File: src/rtl/mips_ctrl_pkg.sv
// Shared constants for the multicycle MIPS control path: opcode/func
// fields, ALU operation codes, datapath mux encodings and FSM states.
package mips_ctrl_pkg;

  // Opcodes (IR[31:26])
  localparam logic [5:0] OP_R    = 6'b000000;
  localparam logic [5:0] OP_LW   = 6'b100011;
  localparam logic [5:0] OP_SW   = 6'b101011;
  localparam logic [5:0] OP_BEQ  = 6'b000100;
  localparam logic [5:0] OP_J    = 6'b000010;
  localparam logic [5:0] OP_JAL  = 6'b000011;
  localparam logic [5:0] OP_ADDI = 6'b001000;
  localparam logic [5:0] OP_SLTI = 6'b001010;

  // R-type function codes (IR[5:0])
  localparam logic [5:0] F_ADD = 6'b100000;
  localparam logic [5:0] F_SUB = 6'b100010;
  localparam logic [5:0] F_AND = 6'b100100;
  localparam logic [5:0] F_OR  = 6'b100101;
  localparam logic [5:0] F_SLT = 6'b101010;
  localparam logic [5:0] F_JR  = 6'b001000;

  // ALU operations
  localparam logic [2:0] ALU_ADD = 3'b010;
  localparam logic [2:0] ALU_SUB = 3'b110;
  localparam logic [2:0] ALU_AND = 3'b000;
  localparam logic [2:0] ALU_OR  = 3'b001;
  localparam logic [2:0] ALU_SLT = 3'b111;

  // Register-file write address select
  localparam logic [1:0] RD_RT  = 2'b00;
  localparam logic [1:0] RD_RD  = 2'b01;
  localparam logic [1:0] RD_R31 = 2'b10;

  // Register-file write data select
  localparam logic [1:0] M2R_ALUOUT = 2'b00;
  localparam logic [1:0] M2R_MDR    = 2'b01;
  localparam logic [1:0] M2R_PC     = 2'b10;

  // ALU B-input select
  localparam logic [1:0] SRCB_REG   = 2'b00;
  localparam logic [1:0] SRCB_FOUR  = 2'b01;
  localparam logic [1:0] SRCB_IMM   = 2'b10;
  localparam logic [1:0] SRCB_IMMSH = 2'b11;

  // PC source select
  localparam logic [1:0] PCS_ALU    = 2'b00;
  localparam logic [1:0] PCS_ALUOUT = 2'b01;
  localparam logic [1:0] PCS_JUMP   = 2'b10;
  localparam logic [1:0] PCS_REGA   = 2'b11;

  // Controller states; explicit values keep the legacy state encoding.
  typedef enum logic [3:0] {
    S_FETCH    = 4'd0,
    S_DECODE   = 4'd1,
    S_MEM_ADDR = 4'd2,
    S_MEM_RD   = 4'd3,
    S_MEM_WB   = 4'd4,
    S_MEM_WR   = 4'd5,
    S_R_EXEC   = 4'd6,
    S_R_WB     = 4'd7,
    S_I_EXEC   = 4'd8,
    S_I_WB     = 4'd9,
    S_BRANCH   = 4'd10,
    S_JUMP     = 4'd11,
    S_JAL      = 4'd12,
    S_JR       = 4'd13,
    S_TRAP     = 4'd14
  } state_t;

  // Dispatch target out of DECODE; anything unrecognised traps.
  function automatic state_t decode_next(input logic [5:0] opc, input logic [5:0] func);
    state_t nxt;
    case (opc)
      OP_R: begin
        case (func)
          F_ADD, F_SUB, F_AND, F_OR, F_SLT: nxt = S_R_EXEC;
          F_JR:                             nxt = S_JR;
          default:                          nxt = S_TRAP;
        endcase
      end
      OP_LW, OP_SW:     nxt = S_MEM_ADDR;
      OP_ADDI, OP_SLTI: nxt = S_I_EXEC;
      OP_BEQ:           nxt = S_BRANCH;
      OP_J:             nxt = S_JUMP;
      OP_JAL:           nxt = S_JAL;
      default:          nxt = S_TRAP;
    endcase
    return nxt;
  endfunction

endpackage

File: src/rtl/alu_op_decoder.sv
// R-type func field to ALU operation. Unknown funcs default to add;
// the controller never executes them because DECODE traps first.
module alu_op_decoder
  import mips_ctrl_pkg::*;
#(
  parameter int FUNC_W = 6
) (
  input  logic [FUNC_W-1:0] func,
  output logic [2:0]        alu_op
);

  // Pure lookup of the ALU operation for an R-type func
  always_comb begin
    alu_op = ALU_ADD;
    case (func)
      F_ADD:   alu_op = ALU_ADD;
      F_SUB:   alu_op = ALU_SUB;
      F_AND:   alu_op = ALU_AND;
      F_OR:    alu_op = ALU_OR;
      F_SLT:   alu_op = ALU_SLT;
      default: alu_op = ALU_ADD;
    endcase
  end

endmodule

File: src/rtl/multicycle_controller.sv
// Control FSM for the multicycle MIPS datapath with a single shared
// instruction/data memory port. Outputs are a Moore decode of the state,
// with a few strobes qualified by mem_ready.
module multicycle_controller
  import mips_ctrl_pkg::*;
#(
  parameter int OPC_W  = 6,
  parameter int FUNC_W = 6
) (
  input  logic              clk,
  input  logic              rst,
  input  logic [OPC_W-1:0]  opc,
  input  logic [FUNC_W-1:0] func,
  input  logic              zero,
  input  logic              mem_ready,
  output logic              pc_write,
  output logic              pc_write_cond,
  output logic              i_or_d,
  output logic              mem_read,
  output logic              mem_write,
  output logic              ir_write,
  output logic [1:0]        reg_dst,
  output logic [1:0]        mem_to_reg,
  output logic              reg_write,
  output logic              alu_src_a,
  output logic [1:0]        alu_src_b,
  output logic [2:0]        alu_op,
  output logic [1:0]        pc_src,
  output logic              instr_done,
  output logic              illegal
);

  state_t     state;
  state_t     state_nxt;
  logic [2:0] r_alu_op;

  alu_op_decoder #(
    .FUNC_W (FUNC_W)
  ) u_alu_op_decoder (
    .func   (func),
    .alu_op (r_alu_op)
  );

  // State register, asynchronously forced to FETCH while reset is low
  always_ff @(posedge clk or negedge rst) begin
    if (!rst) state <= S_FETCH;
    else      state <= state_nxt;
  end

  // Next-state sequencing; memory states hold until mem_ready
  always_comb begin
    state_nxt = state;
    case (state)
      S_FETCH:    if (mem_ready) state_nxt = S_DECODE;
      S_DECODE:   state_nxt = decode_next(opc, func);
      S_MEM_ADDR: state_nxt = (opc == OP_LW) ? S_MEM_RD : S_MEM_WR;
      S_MEM_RD:   if (mem_ready) state_nxt = S_MEM_WB;
      S_MEM_WR:   if (mem_ready) state_nxt = S_FETCH;
      S_R_EXEC:   state_nxt = S_R_WB;
      S_I_EXEC:   state_nxt = S_I_WB;
      S_MEM_WB, S_R_WB, S_I_WB,
      S_BRANCH, S_JUMP, S_JAL, S_JR:
                  state_nxt = S_FETCH;
      S_TRAP:     state_nxt = S_TRAP;
      default:    state_nxt = S_FETCH;
    endcase
  end

  // Datapath strobes; gated by rst so that a reset mid-access drops
  // every request immediately instead of exposing FETCH strobes.
  always_comb begin
    pc_write      = 1'b0;
    pc_write_cond = 1'b0;
    i_or_d        = 1'b0;
    mem_read      = 1'b0;
    mem_write     = 1'b0;
    ir_write      = 1'b0;
    reg_dst       = RD_RT;
    mem_to_reg    = M2R_ALUOUT;
    reg_write     = 1'b0;
    alu_src_a     = 1'b0;
    alu_src_b     = SRCB_REG;
    alu_op        = ALU_AND;
    pc_src        = PCS_ALU;
    instr_done    = 1'b0;
    illegal       = 1'b0;
    if (rst) begin
      case (state)
        S_FETCH: begin
          i_or_d    = 1'b0;
          mem_read  = 1'b1;
          alu_src_a = 1'b0;
          alu_src_b = SRCB_FOUR;
          alu_op    = ALU_ADD;
          pc_src    = PCS_ALU;
          ir_write  = mem_ready;
          pc_write  = mem_ready;
        end
        S_DECODE: begin
          alu_src_a = 1'b0;
          alu_src_b = SRCB_IMMSH;
          alu_op    = ALU_ADD;
        end
        S_MEM_ADDR: begin
          alu_src_a = 1'b1;
          alu_src_b = SRCB_IMM;
          alu_op    = ALU_ADD;
        end
        S_MEM_RD: begin
          i_or_d   = 1'b1;
          mem_read = 1'b1;
        end
        S_MEM_WB: begin
          reg_dst    = RD_RT;
          mem_to_reg = M2R_MDR;
          reg_write  = 1'b1;
          instr_done = 1'b1;
        end
        S_MEM_WR: begin
          i_or_d     = 1'b1;
          mem_write  = 1'b1;
          instr_done = mem_ready;
        end
        S_R_EXEC: begin
          alu_src_a = 1'b1;
          alu_src_b = SRCB_REG;
          alu_op    = r_alu_op;
        end
        S_R_WB: begin
          reg_dst    = RD_RD;
          mem_to_reg = M2R_ALUOUT;
          reg_write  = 1'b1;
          instr_done = 1'b1;
        end
        S_I_EXEC: begin
          alu_src_a = 1'b1;
          alu_src_b = SRCB_IMM;
          alu_op    = (opc == OP_SLTI) ? ALU_SLT : ALU_ADD;
        end
        S_I_WB: begin
          reg_dst    = RD_RT;
          mem_to_reg = M2R_ALUOUT;
          reg_write  = 1'b1;
          instr_done = 1'b1;
        end
        S_BRANCH: begin
          alu_src_a     = 1'b1;
          alu_src_b     = SRCB_REG;
          alu_op        = ALU_SUB;
          pc_src        = PCS_ALUOUT;
          pc_write_cond = 1'b1;
          instr_done    = 1'b1;
        end
        S_JUMP: begin
          pc_src     = PCS_JUMP;
          pc_write   = 1'b1;
          instr_done = 1'b1;
        end
        // r31 takes the pre-edge PC (already PC+4) on the same edge as the jump
        S_JAL: begin
          reg_dst    = RD_R31;
          mem_to_reg = M2R_PC;
          reg_write  = 1'b1;
          pc_src     = PCS_JUMP;
          pc_write   = 1'b1;
          instr_done = 1'b1;
        end
        S_JR: begin
          pc_src     = PCS_REGA;
          pc_write   = 1'b1;
          instr_done = 1'b1;
        end
        S_TRAP: begin
          illegal = 1'b1;
        end
        default: begin
          illegal = 1'b0;
        end
      endcase
    end
  end

  // zero is consumed by the datapath's PC-load qualifier, not here
  logic unused_zero;
  assign unused_zero = zero;

endmodule

File: config.mk
export PLATFORM = sky130hd
export DESIGN_NAME = multicycle_controller
export DESIGN_NICKNAME = d
export VERILOG_FILES = /design/src/rtl/mips_ctrl_pkg.sv /design/src/rtl/alu_op_decoder.sv /design/src/rtl/multicycle_controller.sv
export SDC_FILE = /design/constraint.sdc
export NUM_CORES = 1
export LEC_CHECK = 0
export BUFFER_PORTS_ARGS = -buffer_cell sky130_fd_sc_hd__buf_2
export CAP_MARGIN = 10
export CORE_MARGIN = 2
export CORE_UTILIZATION = 40
export CTS_BUF_LIST = sky130_fd_sc_hd__clkbuf_4 sky130_fd_sc_hd__clkbuf_8
export CTS_CLUSTER_DIAMETER = 40
export DETAILED_ROUTE_END_ITERATION = 6
export PLACE_DENSITY_LB_ADDON = 0.25
export SLEW_MARGIN = 15
export SYNTH_ARGS = -nofsm -noshare
export SYNTH_HDL_FRONTEND = slang
export SYNTH_HIERARCHICAL = 1
export SYNTH_SLANG_ARGS = --single-unit
File: constraint.sdc
create_clock -name clk -period 2.8 [get_ports clk]
set_input_delay 0 -clock clk [delete_from_list [all_inputs] [get_ports clk]]
set_output_delay 0 -clock clk [all_outputs]
set_load 0.005 [all_outputs]
After elaboration in Yosys (flattened, before gate mapping)
Cells that the tools add are included.

Eq/ne operators: 30. Multiplexer cells: 39. Reductions and logical operators: 15.

Operator list (number): $eq A6 B6 Y1 const B (7); $pmux W4 S8 (1); $eq A4 B4 Y1 const B (7); $pmux W3 S4 (2); $pmux W4 S6 (1); $eq A6 B4 Y1 const B (3); $mux W1 (18); $eq A4 B3 Y1 const B (4); $eq A6 B2 Y1 const B (2); $mux W4 (3); $pmux W2 S3 (2); $reduce_or A2 Y1 (6); $mux W3 (3); $eq A4 B2 Y1 const B (2); $mux W2 (4); $pmux W2 S2 (2); $pmux W4 S2 (1); $reduce_or A4 Y1 (2); $reduce_or A7 Y1 (1); $eq A6 B3 Y1 const B (1); $logic_not A6 Y1 (1); $ne A2 B2 Y1 const B (3); $reduce_or A3 Y1 (2); $reduce_or A5 Y1 (1); other kinds (4) (5).

Flip-flop bits (word level): 4. Bits of input ports: 16. Output and inout bits: 21. Word-level logic and storage cells: 85.

Logic depth before layout (Yosys ltp)
Gate-level depths: netlist of the first run.

Word-level depth: 5. Mapped depth: 5. Gate-level depth less buffers: 5.

Modules after synthesis
Netlist of the first run, hierarchy kept.

By module, submodules not included: multicycle_controller (times used 1, cells an instance 111, area each 754.5 um2, sequential area each 100.1 um2); alu_op_decoder (times used 1, cells an instance 7, area each 60.1 um2, sequential area each 0.0 um2).

Worst setup path before layout of the first run
OpenSTA, ideal clock, no wires.

Kind: reg2out. Start: register state[1]. End: output alu_src_b[1]. Arrival time: 1279 ps. Required time: 2800 ps. Slack: 1521 ps. Stages on the path, launching flop included: 5. Buffers on the path: 1. Path through: dfrtp_1 nor2b_1 clkbuf_1 nor3_1 a2111oi_0.

Word-level cells in the longest chain between the ends: 4. Elaborated cells on any way between the ends: 7. Classes of those cells: eq/ne: 3; mux: 2; reduce/logical: 2.

Ends and longest elaborated chain: from (decl) (line multicycle_controller.sv:33) `state_t state;`; from (signal assigned) (line multicycle_controller.sv:47) `else state <= state_nxt;`; $eq A4 B4 Y1 or $eq A4 B2 Y1 (tied branches) (line multicycle_controller.sv:88) `case (state)`; $reduce_or A2 Y1 (no source line); $pmux W2 S3 * (line multicycle_controller.sv:88); $mux W2 * (line multicycle_controller.sv:87) `if (rst) begin`; to (decl) (line multicycle_controller.sv:26) `output logic [1:0] alu_src_b,`.

Every way passes the cells marked *; elsewhere a longest branch is shown, timed or not.

Worst setup path in the final report of the first run
Ends and elaborated chain as after synthesis.

==> results, run 1 <==
- sky130_fd_sc_hd__dfrtp_1 takes more of the synthesized area than any other cell.
- After detailed routing, the average wire length per cell comes to 12.3 µm.
- The placement row count is 16.
- Once detail routing completed, the nets flagged for antenna violations numbered 0.
- The count of final hold-check violations is 0.
- Based on the critical path, the design can be clocked at up to 483 MHz.
- The required time of the critical path is 2.80 ns.
- Once detailed placement completed, the half-perimeter wirelength came to 1.64 mm.
- The register with the most flip-flops is state.
- Traced cell by cell, the critical path runs through nor2b_1, nor3_1, a2111oi_0, buf_2.
- Leaving out fill and tap cells, the most frequent cells in the layout are sky130_fd_sc_hd__buf_2 (35), sky130_fd_sc_hd__nor2_1 (16), sky130_fd_sc_hd__nand2_1 (9), sky130_fd_sc_hd__nand3_1 (9), sky130_fd_sc_hd__nor2b_1 (8).
- The largest individual stage delay along the critical path comes from the cell sky130_fd_sc_hd__dfrtp_1.
- The maximum number of pins on one net before global-route repair is 20.
- The endpoint type of the worst setup path is an output pin.
- TritonCTS built the clock tree.
- Setup repair after global routing left no endpoint under its margin.
- In the routed layout, each cell is associated on average with a via count of 5.63.
- The congestion estimate from routability-driven global placement came to 0.806.
- For the pin with the worst max-slew slack, the measured transition is 0.557 ns.
- In this run, placement finished with an instance count of 171.
- The library cell used most frequently in the layout, excluding fill and tap cells, is sky130_fd_sc_hd__buf_2.
- The number of global-route vias before repair was 887.
- The leakage power of the design is 0.463 nW.
- The number of synthesized register bits is 4.
- Yosys attributes the largest share of cell area to sky130_fd_sc_hd__dfrtp_1 (12%), sky130_fd_sc_hd__nor2_1 (7.4%), sky130_fd_sc_hd__nor2b_1 (6.1%).
- The count of fill cells added during filler insertion is 213.
- The floorplan die width is 49.1 µm.
- The number of antenna violations at the first check in global routing is 0.
- The minimum clock period is 2.07 ns.
- The count of nets after finishing is 166.
- The largest vdd supply drop is 0.703 mV.
- Setup violations remaining at the end of the flow were counted as 0.
- Per report_power, the combinational group accounts for 65.9% of the total.
- The switching share of total power is 51.9%.
- The die covers 2410 µm².
- The buffers plus inverters on the worst setup path is 1.
- The top-level port count is 37.
- The run finished with clean final reports.
- The count of pins over their slew limit is 0.
- The internal power is 0.000362 W.
- The maximum count of clock buffers along a single path is 2.
- For this run, the number of standard cells in the final layout without fillers is 175.
- Per report_power, the clock group accounts for 9.1% of the total.
- The total via count in the routed design is 986.
- The count of warnings emitted by yosys is 6.
- The synthesized cell area is 815 µm².
- The largest registers in the layout are state (4).
- The sequential area share after synthesis is 12.3%.
- The final clock skew is 0.000234 ns.
- The class of the most critical setup path is flip-flop to output pin.
- For this configuration, the core starts out at a cell density of 41.9%.
- The post-synthesis area per instance is 6.90 µm².
- The arrival time reported for the critical path endpoint is 2.07 ns.
- The number of synthesized flops with an enable pin is 0.
- The number of violations of the max-capacitance limit is 0.
- The detailed-route DRC error count is 0.
- Summed over its instances, the top area cell type makes up 12.3% of the synthesized netlist area.
- In this run the worst hold path is classified as input port to flip-flop.
- The flip-flop count of the largest register, all copies and words added is 4.
- The cell count after synthesis came out at 118.
- The final antenna diode count is 0.
- The first-iteration detailed-routing DRC count is 15.
- The core region is 1940 µm².
- The netlist uses 43 different library cells.
- Of all flip-flops after synthesis, the portion carrying an async set or reset was 100%.
- Summed over all layers, the global routing overflow is 0.
- The switching power summed over all nets is 0.000391 W.
- The share of final-layout standard cells stronger than drive strength 1 is 31.8%.
- The worst setup path is launched from a flip-flop.
- The register clock-pin slew on the reported worst setup and hold paths is 0.03 ns.
- In this run, CTS created clock tree buffers numbering 3.
- The global routing usage summed across all routing layers is 18.1%.
- Buffers placed on the I/O ports in this run total 35.
- For the worst-skew pair, the clock arrives at the later sink with an insertion delay of 0.23 ns.
- The number of sinks handled by clock tree synthesis is 4.
- The setup slack at placement is 1.06 ns.
- In this run the vertical extent of the chip is 49.1 µm.
- In this run the power density over the cells is 769 nW/µm².
- The worst-path maximum fanout is 17.
- For this run, the slowest stage of the critical path takes 0.67 ns.
- The routed design has 2.15 mm of wire.
- Counting every net in the synthesized netlist gives 134.
- The most instantiated flip-flop cell in the synthesis netlist is sky130_fd_sc_hd__dfrtp_1.
- Registers are responsible for 25.0% of the overall power.
- The H-tree level count is 1.
- Dividing the final minimum period by the clock period gives 73.9%.
- The post-layout worst setup margin is 0.731 ns.
- The area added between synthesis and finish is 20.3%.
- The kind of cell with the highest combined delay along the critical path is flip-flops.
- For the final routed database, the setup TNS stands at 0 ns.
- The length of the first detailed-routing pass in iterations is 4.
- The wire length of the first global-routing pass is 3.61 mm.
- The remaining max-slew budget at the tightest pin is 62.8%.
- CTS placed an instance of sky130_fd_sc_hd__clkbuf_4 at the clock tree root.
==> tightest hold or removal path, delay by kind of cell <==
kind | cells | cell delay [ns]
AOI/OAI and AO/OA | 1 | 0.14
and+or+nand+nor | 1 | 0.06
buffers and inverters | 1 | 0.12
==> worst paths after layout <==
| check | from | endpoint | slack, ns | cells past startpoint |
|---|---|---|---|---|
| max in group asynchronous | rst | state[0] | 2.43 | 2 |
| setup / recovery | state[1] | alu_src_b[1] | 0.73 | 4 |
| hold reg to reg | state[0] | state[3] | 0.77 | 1 |
| min in group asynchronous | rst | state[3] | 0.17 | 2 |
| setup reg to reg | state[1] | state[0] | 1.15 | 4 |
| hold / removal | opc[5] | state[1] | 0.15 | 3 |
==> final cells by class <==
cell class / count / area, µm² / share of cell area [%]
multi-input cells: 101 / 623 / 63.6
well taps: 27 / 33.8 / 3.45
flip-flops and latches: 4 / 100 / 10.2
clock buffers: 3 / 22.5 / 2.30
inverters: 4 / 15.0 / 1.53
repair buffers: 36 / 185 / 18.9
==> cells in the mapped netlist (3+ instances only) <==
| cell | n |
|---|---|
| sky130_fd_sc_hd__inv_1 | 4 |
| sky130_fd_sc_hd__nor2b_1 | 8 |
| sky130_fd_sc_hd__nor3_1 | 4 |
| sky130_fd_sc_hd__or2_2 | 3 |
| sky130_fd_sc_hd__o21ai_0 | 5 |
| sky130_fd_sc_hd__nor4_1 | 5 |
| sky130_fd_sc_hd__nor2_1 | 16 |
| sky130_fd_sc_hd__o21a_1 | 4 |
| sky130_fd_sc_hd__a21oi_1 | 7 |
| sky130_fd_sc_hd__dfrtp_1 | 4 |
| sky130_fd_sc_hd__nand2_1 | 9 |
| sky130_fd_sc_hd__nand3_1 | 9 |
==> metrics by stage <==
step           total power, W  instance area (µm²)  hold slack (ns)  util (%)
2_1_floorplan        0.000585                  815           -0.296         -
6_report             0.000753                  980            0.150      50.5
4_1_cts              0.000755                  980            0.148      50.5
3_5_place_dp         0.000680                  947           -0.130      48.8
3_3_place_gp         0.000673                  947           -0.133      48.8
5_1_grt              0.000838                  980            0.161      50.5
==> metal layers <==
| metal | part of all wire, % | GRT usage (%) | wire length (µm) | vias up |
|---|---|---|---|---|
| li1 | - | - | - | 502 |
| met1 | 46 | 23.1 | 992 | 452 |
| met2 | 47 | 31.3 | 1020 | 28 |
| met3 | 5.1 | 1.23 | 110 | 4 |
| met4 | 1.3 | 7.62 | 28 | 0 |
| met5 | 0 | 0 | 0 | - |
==> kinds of logic (layout without fill, tap and decap cells) <==
kind of cell    count (synthesis)  in the layout  synth area share (%)
compound gates                 33             33                  28.0
xor+xnor                        1              1                  1.08
buf+inv                        13             43                  11.2
flops                           4              4                  12.3
mux                             3              3                  3.84
simple gates                   64             64                  43.6
==> what timing repair did <==
action,CTS,global route
buffers inserted,0,0
hold buffers,1,0
hold endpoints to repair,4,0
gates resized for setup,0,0
==> power groups by stage <==
stage	combinational (W)	clock [W]	sequential, W
final	0.000496	0.0000686	0.000189
after global routing	0.000559	0.0000805	0.000199
after CTS	0.000496	0.0000735	0.000185
after detailed placement	0.000493	0	0.000186
after global placement	0.000487	0	0.000186
after floorplan	0.000477	0	0.000108
(Power assumes the default switching activity.)
==> run 2: changes to the inputs <==
clock period = 2 ns   (was 2.8 ns; I/O delays follow)
==> run 2 against run 1 <==
Clock power is 39% higher. Via count is 0.20% higher. Power is 46% higher. Clock-buffer cell count stayed put. Critical path depth is 1 higher. Non-clock buffer count is 3 higher. Critical endpoint is now instr_done.
==> results, run 2 (synthesis results as in run 1) <==
- The run finished with clean final reports.
- The worst hold margin is 0.159 ns (+0.00953 ns).
- The clock latency at the later pin of the worst-skew pair is 0.23 ns (about the same).
- The multi-input logic area is 623 µm² (unchanged).
- The average vias per placed instance is 5.55 (-1.5%).
- The first-iteration detailed-routing DRC count is 25 (+10).
- The count of nets after finishing was 169 (+1.8%).
- The share of final-layout standard cells stronger than drive strength 1 is 33.8% (+2.0 points).
- The endpoint identified for the worst register-to-register timing path is state[0].
- The count of final hold-check violations is 0 (unchanged).
- The wire length of the first global-routing pass is 3.76 mm (+4.2%).
- The internal reg-to-reg setup slack was 0.48 ns (-0.67 ns).
- The largest vdd supply drop is 0.790 mV (+12%).
- The worst register-to-register path begins at state[1].
- The root cell of the clock tree is sky130_fd_sc_hd__clkbuf_4.
- The instance count after placement with tap cells included is 174 (+1.8%).
- The number of sinks handled by clock tree synthesis is 4 (unchanged).
- The area enclosed by the die boundary is 2410 µm² (unchanged).
- The area taken by flip-flops and latches came to 101 µm² (+1.2%).
- The power density relative to cell area is 1100 nW/µm² (+43%).
- The worst-path maximum fanout is 17 (unchanged).
- The top-level port count came to 37 (unchanged).
- The class of the most critical setup path is flip-flop to output pin.
- The placement row count came to 16 (unchanged).
- From synthesis to final layout, the design area changed by 23.2%.
- The arrival time reported for the critical path endpoint came to 1.82 ns (-0.25 ns).
- The count of pins over their slew limit is 0 (unchanged).
- The switching power summed over all nets is 0.000562 W (+44%).
- The leakage power of the design is 0.478 nW (+3.1%).
- The maximum count of clock buffers along a single path came to 2 (unchanged).
- The floorplan die width came to 49.1 µm (unchanged).
- The worst path needs 1.82 ns of the cycle, external delays included.
- The library cell used most frequently in the layout, excluding fill and tap cells, is sky130_fd_sc_hd__buf_2.
- The total core area is 1940 µm² (unchanged).
- The final weighted congestion of routability-driven global placement was 0.893 (+11%).
- The register share of total power is 23.4% (-1.6 points).
- The slew of the pin with the lowest slew margin came to 0.557 ns (-0.0000526 ns).
- The length of the first detailed-routing pass in iterations was 4 (unchanged).
- The worst reg-to-reg path cell count is 4 (unchanged).
- Leaving out fill and tap cells, the most frequent cells in the layout are sky130_fd_sc_hd__buf_2 (35), sky130_fd_sc_hd__nor2_1 (16), sky130_fd_sc_hd__nand2_1 (9), sky130_fd_sc_hd__nand3_1 (9), sky130_fd_sc_hd__nor2b_1 (8).
- The switching share of total power is 51.0% (-0.94 points).
- After layout, the worst path uses 90.8% of the clock period.
- The number of antenna violations at the first check in global routing is 0 (unchanged).
- The number of violations of the max-capacitance limit was 0 (unchanged).
- The final antenna diode count came to 0 (unchanged).
- The number of global-route vias before repair was 877 (-1.1%).
- The remaining max-slew budget at the tightest pin is 62.8% (about the same).
- The required time of the critical path was 2.00 ns (-0.80 ns).
- TritonCTS built the clock tree.
- The global route total overflow is 0 (unchanged).
- The critical path goes through or2_2, a21oi_1, a31o_2, a211oi_1, buf_2.
- The buffers plus inverters on the worst setup path was 1 (unchanged).
- The H-tree level count is 1 (unchanged).
- The internal power came to 0.000540 W (+49%).
- The delay of the slowest cell on the worst path was 0.68 ns (about the same).
- Grouping stages by cell kind, the critical path spends the most delay in flip-flops.
- The total via count in the routed design is 988 (+0.20%).
- The routed wire length was 2.24 mm (+4.0%).
- The critical path's slowest cell is sky130_fd_sc_hd__dfrtp_1.
- The flip-flop count of the largest register, all copies and words added is 4 (unchanged).
- The global routing usage summed across all routing layers came to 19.0% (+0.88 points).
- The number of buffer cells added on primary ports is 35 (unchanged).
- The final standard cell count with taps included and fillers excluded came to 178 (+1.7%).
- Setup repair after global routing left no endpoint under its margin.
- The count of fill cells added during filler insertion is 201 (-5.6%).
- In the final layout, the registers with the most flip-flops are state (4).
- The maximum number of pins on one net before global-route repair came to 18 (-10%).
- The remaining antenna violation count after routing is 0 (unchanged).
- The highest attainable clock frequency is 551 MHz.
- The average wire per standard cell is 12.6 µm (+2.3%).
- STA classifies the critical path startpoint as a flip-flop.
- The final total negative setup slack is 0 ns (unchanged).
- The relative contribution of the clock network to total power is 8.6% (-0.5 points).
- The register clock-pin slew on the reported worst setup and hold paths is 0.03 ns (about the same).
- The kind of path behind the tightest hold check is input port to asynchronous set/reset pin.
- The fraction of power consumed by combinational cells is 68.0% (+2.1 points).
- The die height came to 49.1 µm (unchanged).
- The final clock skew is 0.000650 ns (+0.000416 ns).
- The detailed-route DRC error count is 0 (unchanged).
- The critical path starts at state[1].
- STA classifies the critical path endpoint as an output pin.
- The setup violation total in the final timing report was 0 (unchanged).
- Counting flops per register, the top entry is state.
- The initial cell density of the core is 41.9% (unchanged).
- The placed wire-length estimate was 1.71 mm (+4.4%).
- The number of clock buffers inserted by TritonCTS is 3 (unchanged).
- The post-CTS setup buffer count is 0 (unchanged).
[run 2: cell count changes in the layout (fill, tap and decap cells not counted), sizes merged]
cell	delta
buf	+3
[run 2: worst max-delay path by stage]
stage / endpoint / slack [ns] / cells past startpoint
global route: alu_src_b[1] / 0.01 / 3
floorplan: alu_src_b[1] / 0.72 / 4
global placement: instr_done / 0.44 / 5
finish: instr_done / 0.18 / 5
detailed placement: alu_op[2] / 0.40 / 5
CTS: alu_op[2] / 0.14 / 5
[run 2: cell type report]
cell class	count	share of cell area, %
flip-flops and latches	4	10.1
repair buffers	39	20.7
clock buffers	3	2.24
well taps	27	3.37
multi-input cells	101	62.1
inverters	4	1.50
[run 2: metrics by stage]
step | area, µm² | total power, W | util [%] | worst slack (ns)
5_1_grt | 1000 | 0.00123 | 51.7 | 0.0148
3_5_place_dp | 970 | 0.000992 | 49.9 | 0.399
3_3_place_gp | 970 | 0.000981 | 49.9 | 0.442
6_report | 1000 | 0.00110 | 51.7 | 0.184
4_1_cts | 1000 | 0.00110 | 51.6 | 0.139
2_1_floorplan | 815 | 0.000819 | - | 0.721
[run 2: what timing repair did]
item | CTS | global route
hold buffers | 1 | 0
gates resized for setup | 0 | 1
hold endpoints to repair | 4 | 0
setup endpoints to repair | 0 | 1
[run 2: power groups by stage]
stage	clock network, W	registers (W)	logic (W)
3_3_place_gp	0	0.000249	0.000731
5_1_grt	0.000105	0.000275	0.000848
2_1_floorplan	0	0.000151	0.000668
4_1_cts	0.000102	0.000252	0.000746
3_5_place_dp	0	0.000252	0.000740
6_report	0.0000953	0.000258	0.000749
[run 2: routing by layer]
layer  GRT usage, %  routed length [µm]  up-vias
met5              0                   0        -
met3          0.307                  97        2
met4           8.10                  25        0
li1               -                   -      507
met2           30.9                1110       32
met1           26.4                1010      447
